--- src/rtl/i2c_apb_bridge.sv ---
// i2c_apb_bridge: APB slave front-end for the I2C PHY FIFOs.
// Packs {opcode, CFG_VAL} words into the config FIFO, pushes bytes into the
// TX FIFO, pops bytes from the RX FIFO, and reports FIFO/overflow status.
// Ports:
//   PCLK, PRESETn                 clock, async active-low reset
//   PSEL/PENABLE/PWRITE/PADDR/PWDATA  APB request
//   PRDATA/PREADY/PSLVERR         APB response (combinational from state)
//   cfg_fifo_*                    config FIFO push side
//   tx_fifo_*                     TX FIFO push side
//   rx_fifo_*                     RX FIFO pop side (data valid cycle after rd_en)
module i2c_apb_bridge #(
  parameter int unsigned ADDR_WIDTH        = 8,
  parameter int unsigned CONFIG_DATA_WIDTH = 40,
  parameter int unsigned PHY_FIFO_WIDTH    = 8,
  parameter int unsigned STALL_MAX         = 1024
) (
  input  logic                         PCLK,
  input  logic                         PRESETn,
  input  logic                         PSEL,
  input  logic                         PENABLE,
  input  logic                         PWRITE,
  input  logic [ADDR_WIDTH-1:0]        PADDR,
  input  logic [31:0]                  PWDATA,
  output logic [31:0]                  PRDATA,
  output logic                         PREADY,
  output logic                         PSLVERR,
  output logic                         cfg_fifo_wr_en,
  output logic [CONFIG_DATA_WIDTH-1:0] cfg_fifo_wr_data,
  input  logic                         cfg_fifo_full,
  output logic                         tx_fifo_wr_en,
  output logic [PHY_FIFO_WIDTH-1:0]    tx_fifo_wr_data,
  input  logic                         tx_fifo_full,
  output logic                         rx_fifo_rd_en,
  input  logic [PHY_FIFO_WIDTH-1:0]    rx_fifo_rd_data,
  input  logic                         rx_fifo_empty
);

  localparam int unsigned CNT_W = 16;

  localparam logic [2:0] A_CFG_VAL = 3'd0;
  localparam logic [2:0] A_CFG_CMD = 3'd1;
  localparam logic [2:0] A_TXDATA  = 3'd2;
  localparam logic [2:0] A_RXDATA  = 3'd3;
  localparam logic [2:0] A_STATUS  = 3'd4;

  typedef enum logic [1:0] {
    S_IDLE,
    S_PUSH_WAIT,
    S_RD_WAIT
  } state_t;

  state_t            state_q, state_d;
  logic [CNT_W-1:0]  cnt_q, cnt_d;
  logic [31:0]       cfg_val_q, cfg_val_d;
  logic              ovf_q, ovf_d;
  logic              push_cfg_q, push_cfg_d;

  logic              access;
  logic [2:0]        idx;
  logic              target_full;
  logic [CONFIG_DATA_WIDTH-1:0] cfg_word;
  logic              unused_addr_bits;

  assign access      = PSEL & PENABLE;
  assign idx         = PADDR[4:2];
  assign target_full = push_cfg_q ? cfg_fifo_full : tx_fifo_full;
  assign cfg_word    = CONFIG_DATA_WIDTH'({PWDATA[7:0], cfg_val_q});

  // Only PADDR[4:2] is decoded; the rest of the address aliases.
  assign unused_addr_bits = ^{PADDR[ADDR_WIDTH-1:5], PADDR[1:0]};

  // State and register file.
  always_ff @(posedge PCLK or negedge PRESETn) begin
    if (!PRESETn) begin
      state_q    <= S_IDLE;
      cnt_q      <= '0;
      cfg_val_q  <= '0;
      ovf_q      <= 1'b0;
      push_cfg_q <= 1'b0;
    end else begin
      state_q    <= state_d;
      cnt_q      <= cnt_d;
      cfg_val_q  <= cfg_val_d;
      ovf_q      <= ovf_d;
      push_cfg_q <= push_cfg_d;
    end
  end

  // Next-state and APB/FIFO outputs. Everything is held low while PRESETn is
  // asserted so an abort mid-transfer drops strobes immediately.
  always_comb begin
    state_d          = state_q;
    cnt_d            = cnt_q;
    cfg_val_d        = cfg_val_q;
    ovf_d            = ovf_q;
    push_cfg_d       = push_cfg_q;
    PRDATA           = '0;
    PREADY           = 1'b0;
    PSLVERR          = 1'b0;
    cfg_fifo_wr_en   = 1'b0;
    cfg_fifo_wr_data = '0;
    tx_fifo_wr_en    = 1'b0;
    tx_fifo_wr_data  = '0;
    rx_fifo_rd_en    = 1'b0;

    if (PRESETn) begin
      unique case (state_q)
        S_IDLE: begin
          if (access) begin
            unique case (idx)
              A_CFG_VAL: begin
                PREADY = 1'b1;
                if (PWRITE) cfg_val_d = PWDATA;
                else        PRDATA    = cfg_val_q;
              end
              A_CFG_CMD: begin
                if (PWRITE && cfg_fifo_full) begin
                  // First access cycle counts as wait state 1.
                  state_d    = S_PUSH_WAIT;
                  cnt_d      = CNT_W'(1);
                  push_cfg_d = 1'b1;
                end else begin
                  PREADY = 1'b1;
                  if (PWRITE) begin
                    cfg_fifo_wr_en   = 1'b1;
                    cfg_fifo_wr_data = cfg_word;
                  end
                end
              end
              A_TXDATA: begin
                if (PWRITE && tx_fifo_full) begin
                  state_d    = S_PUSH_WAIT;
                  cnt_d      = CNT_W'(1);
                  push_cfg_d = 1'b0;
                end else begin
                  PREADY = 1'b1;
                  if (PWRITE) begin
                    tx_fifo_wr_en   = 1'b1;
                    tx_fifo_wr_data = PWDATA[PHY_FIFO_WIDTH-1:0];
                  end
                end
              end
              A_RXDATA: begin
                if (!PWRITE && !rx_fifo_empty) begin
                  // Pop now; byte arrives next cycle and completes the read.
                  rx_fifo_rd_en = 1'b1;
                  state_d       = S_RD_WAIT;
                end else begin
                  PREADY = 1'b1;
                end
              end
              A_STATUS: begin
                PREADY = 1'b1;
                if (PWRITE) begin
                  if (PWDATA[3]) ovf_d = 1'b0;
                end else begin
                  PRDATA = {28'd0, ovf_q, rx_fifo_empty, tx_fifo_full, cfg_fifo_full};
                end
              end
              default: begin
                PREADY  = 1'b1;
                PSLVERR = 1'b1;
              end
            endcase
          end
        end

        S_PUSH_WAIT: begin
          if (!access) begin
            // Master abandoned the transfer: drop the push.
            state_d = S_IDLE;
            cnt_d   = '0;
          end else if (!target_full) begin
            PREADY  = 1'b1;
            state_d = S_IDLE;
            cnt_d   = '0;
            if (push_cfg_q) begin
              cfg_fifo_wr_en   = 1'b1;
              cfg_fifo_wr_data = cfg_word;
            end else begin
              tx_fifo_wr_en   = 1'b1;
              tx_fifo_wr_data = PWDATA[PHY_FIFO_WIDTH-1:0];
            end
          end else if (cnt_q == CNT_W'(STALL_MAX)) begin
            // Stall budget exhausted: fail the transfer and flag overflow.
            PREADY  = 1'b1;
            PSLVERR = 1'b1;
            ovf_d   = 1'b1;
            state_d = S_IDLE;
            cnt_d   = '0;
          end else begin
            cnt_d = cnt_q + CNT_W'(1);
          end
        end

        S_RD_WAIT: begin
          state_d = S_IDLE;
          if (access) begin
            PREADY = 1'b1;
            PRDATA = 32'({1'b1, rx_fifo_rd_data});
          end
        end

        default: begin
          state_d = S_IDLE;
          cnt_d   = '0;
        end
      endcase
    end
  end

endmodule

--- config.mk ---
export PLATFORM = sky130hd
export DESIGN_NAME = i2c_apb_bridge
export DESIGN_NICKNAME = d
export VERILOG_FILES = /design/src/rtl/i2c_apb_bridge.sv
export SDC_FILE = /design/constraint.sdc
export NUM_CORES = 1
export LEC_CHECK = 0
export CAP_MARGIN = 20
export CORE_ASPECT_RATIO = 0.5
export CORE_MARGIN = 2
export CORE_UTILIZATION = 30
export DETAILED_ROUTE_END_ITERATION = 7
export PLACE_DENSITY = 0.58
export REMOVE_ABC_BUFFERS = 1
export SYNTH_ARGS = -nofsm -noshare
export SYNTH_HDL_FRONTEND = slang
export SYNTH_SLANG_ARGS = --single-unit
--- constraint.sdc ---
create_clock -name PCLK -period 2.7 [get_ports PCLK]
set_input_delay 0.54 -clock PCLK [delete_from_list [all_inputs] [get_ports PCLK]]
set_output_delay 0.54 -clock PCLK [all_outputs]
set_load 0.02 [all_outputs]
==> metrics.md <==
| Metric | Value |
|---|---|
| P_leak | ~2.8 nW |
| Number of clock buffers inserted by TritonCTS | 5 |
| Clk slew on worst S/H paths | roughly 0.07 ns |
| GR Overflow Total | 0 |
| Max capacitance violation total | 0 |
| Slowest CP cell | dfrtp_1 |
| CP Launch Type | register |
| DP Wirelength | ~7400 microns |
| Hold/Removal Path Class | primary input to asynchronous set/reset pin |
| Post-DP Area | 0.005134 sq mm |
| H-tree depth | 2 |
| Inst Count DP | about 650 |
| CP endpoint kind | primary output |
| Die X | 151.1 microns |
| Fin. Hold Viols | 0 |
| Post-layout util | 0.5500 |
| Drt pass-1 iters | 4 |
| Largest net degree at the start of global routing | 45 |
| DRC errors left | 0 |
| Final instance area | 0.005708 sq mm |
| Delay-heaviest family, CP | simple AND/OR/NAND/NOR gates |
| Distinct cells, synth | 43 |
| IO Pins | around 140 |
| TritonCTS clock tree | yes |
| Initial antenna violation count | 0 |
| Final Slew Violations | 0 |
| WP buf/inv | 4 |
| Mean post-synth cell area | between 9 and 10 sq um |
| Min Tclk post-route | around 2.8 ns |
| WL/cell | ~17 microns |
| Placement Setup Slack | -0.7757 ns |
| Cell Chain, Critical Path | or3_4 > nor3_4 > a32oi_2 > nor4_4 > buf_4 > buf_4 > buf_16 > and2_4 > buf_6 |
| Initial drt markers | about 120 |
| Total power | 1.888 mW |
| Worst slew pin tran | ~0.60 ns |
| Worst-case clock buffer depth | 2 |
| Die Ht | 77.54 microns |
| Hold_ws | between 0.3 and 0.4 ns |
| Total Routing Usage GR | 0.1942 |
| WS Path Type | register to primary output |
| Synth Area in Simple Gates | 0.3236 |
| Initial Util | 0.3126 |
| First-pass GRT wire length | 17640 microns |
| Layout cells sized above 1 | 0.4861 |
| Largest family of logic cells by synthesized area | simple AND/OR/NAND/NOR gates |
| Worst Skew | 0.004102 ns |
| Area of the multi-input gates | 0.002074 sq mm |
| Worst setup slack after layout | -0.09100 ns |
| Sink Count | 52 |
| Nets | a little under 600 |
| Crit. Startpoint | state_q[0] |
| CP max stage delay | between 0.3 and 0.4 ns |
| Relative slew margins | 0.6018 |
| Area share of xor/xnor cells in the synthesized design | 0.02970 |
| Most frequent cells in the layout | 63 x buf_4, 52 x dfrtp_1, 47 x buf_6 |
| Row count | 26 |
| Filler Cell Count | about 950 |
| Mapped Area | about 0.0032 sq mm |
| Failing checks | setup timing |
| Final setup violation count | 36 |
| Post-CTS Hold Fix Bufs | 0 |
| Routability cong. | 0.8128 |
| # port buffers | about 140 |
| Drt total wl | 11210 microns |
| Post-route ant nets | 0 |
| CP arrival | between 2 and 2.5 ns |
| CP Data Required Time | 2.16 ns |
| Vias in the first global route | roughly 3300 |
| Reg-to-reg startpoint | state_q[1] |
| Unrepaired setup endpoints after global routing | true |
| Clock latency at the later pin of the worst-skew pair | about 0.29 ns |
| FF/Latch Area | between 0.001 and 0.0015 sq mm |
| Mapped Cells | 340 |
| Diode count | 0 |
| Syn-to-layout area delta | 75.94% |
| Routed vias/inst | 4.714 |
| #FFs+latches synth | 52 |
| Ys Warns | 0 |
| Final setup TNS | -1.664 ns |
| Worst path most repeated cell | buf_4 |
| Ys async rst share | 1.000 |
| Sequential fraction of the synthesis area | 0.4011 |
| Adder-cell share of the synthesized area | 0.007713 |
| Fmax | about 0.36 GHz |
| Max IR drop VDD | ~0.33 mV |
| Leading cell type in the layout, fill and taps excluded | buf_4 |
| Mux contribution to synthesized area | 0.1300 |
| EDFF count, synth | 0 |
| Final period util | 1.034 |
| Primary FF master, synth | dfrtp_1 |
| Pwr dens | ~330 mW/mm^2 |
| Compound-gate portion of the synthesized area | 0.07520 |
| Core box area | around 0.010 sq mm |
| Cell Count, Final, Fillers Out | 679 |
| Clk root buf | clkbuf_16 |
| Die ar. | between 0.01 and 0.015 sq mm |
| Crit-path max FO | 5 |
| Vias | 3201 |
| Status | finished, violations left |
[worst paths after layout]
check                                       to  slack (ns)  cells after the start
min in group PCLK                cfg_val_q[31]        0.53                      1
min reg2reg                      cfg_val_q[31]        0.53                      1
max reg2reg                           cnt_q[5]        0.28                      8
max                        cfg_fifo_wr_data[3]       -0.09                      9
min                                 push_cfg_q        0.32                      2
max in group asynchronous            cnt_q[14]        1.72                      3
[synthesized netlist by cell type, drive strengths merged, types with 2 or more instances]
library cell,n,area (sq um)
and2,72,450.4
dfrtp,52,1301
mux2,33,371.6
nor2,29,108.9
nand2,16,60.06
nor3,12,70.07
buf,11,53.80
nor4,11,83.83
xnor2,11,96.34
o21ai,10,50.05
clkbuf,8,33.78
nand3,8,40.04
inv,5,18.77
mux2i,5,50.05
nor2b,5,31.28
nor3b,5,37.54
a21oi,4,20.02
a22oi,4,30.03
a2bb2oi,4,35.03
and3,4,25.02
and3b,4,35.03
a22o,3,26.28
nand4,3,18.77
nor4b,3,26.28
and4,2,17.52
ha,2,25.02
or2,2,12.51
[layer usage]
layer	up-vias	global-route usage	routed length, microns
met5	-	0	0
met2	73	0.3291	5545
met3	10	0.04118	448
met1	1538	0.2559	5082
met4	0	0.04206	134
li1	1580	-	-
[cell type report]
| cell class | count | share of cell area |
|---|---|---|
| multi-input cells | 264 | 0.3634 |
| repair buffers | 210 | 0.3483 |
| flip-flops and latches | 52 | 0.2280 |
| well taps | 140 | 0.03069 |
| clock buffers | 7 | 0.02499 |
| inverters | 5 | 0.003288 |
| clock inverters | 1 | 0.001315 |
[cell families after synthesis]
group	Yosys count
xor+xnor	11
buf+inv	24
compound gates	33
simple gates	180
flops	52
mux	38
fa+ha+maj	2
[power breakdown]
group / internal (mW) / switching [mW] / leakage (nW)
Clock: 0.370 / 0.289 / 0.0701
Sequential: 0.850 / 0.0559 / 0.698
Combinational: 0.190 / 0.133 / 2.00
[state kept, by name (all words and copies together) (netlist names)]
name,flops
ovf_q,1
cfg_val_q,32
state_q,2
push_cfg_q,1
cnt_q,16
[repair_timing]
| action | in CTS | in global routing |
|---|---|---|
| cloned | 8 | 0 |
| resized for setup | 425 | 59 |
| setup buffers | 13 | 4 |
| endpoints found under the setup margin | 85 | 84 |
| pin swaps | 32 | 11 |
Power figures use the tool's default switching activity.
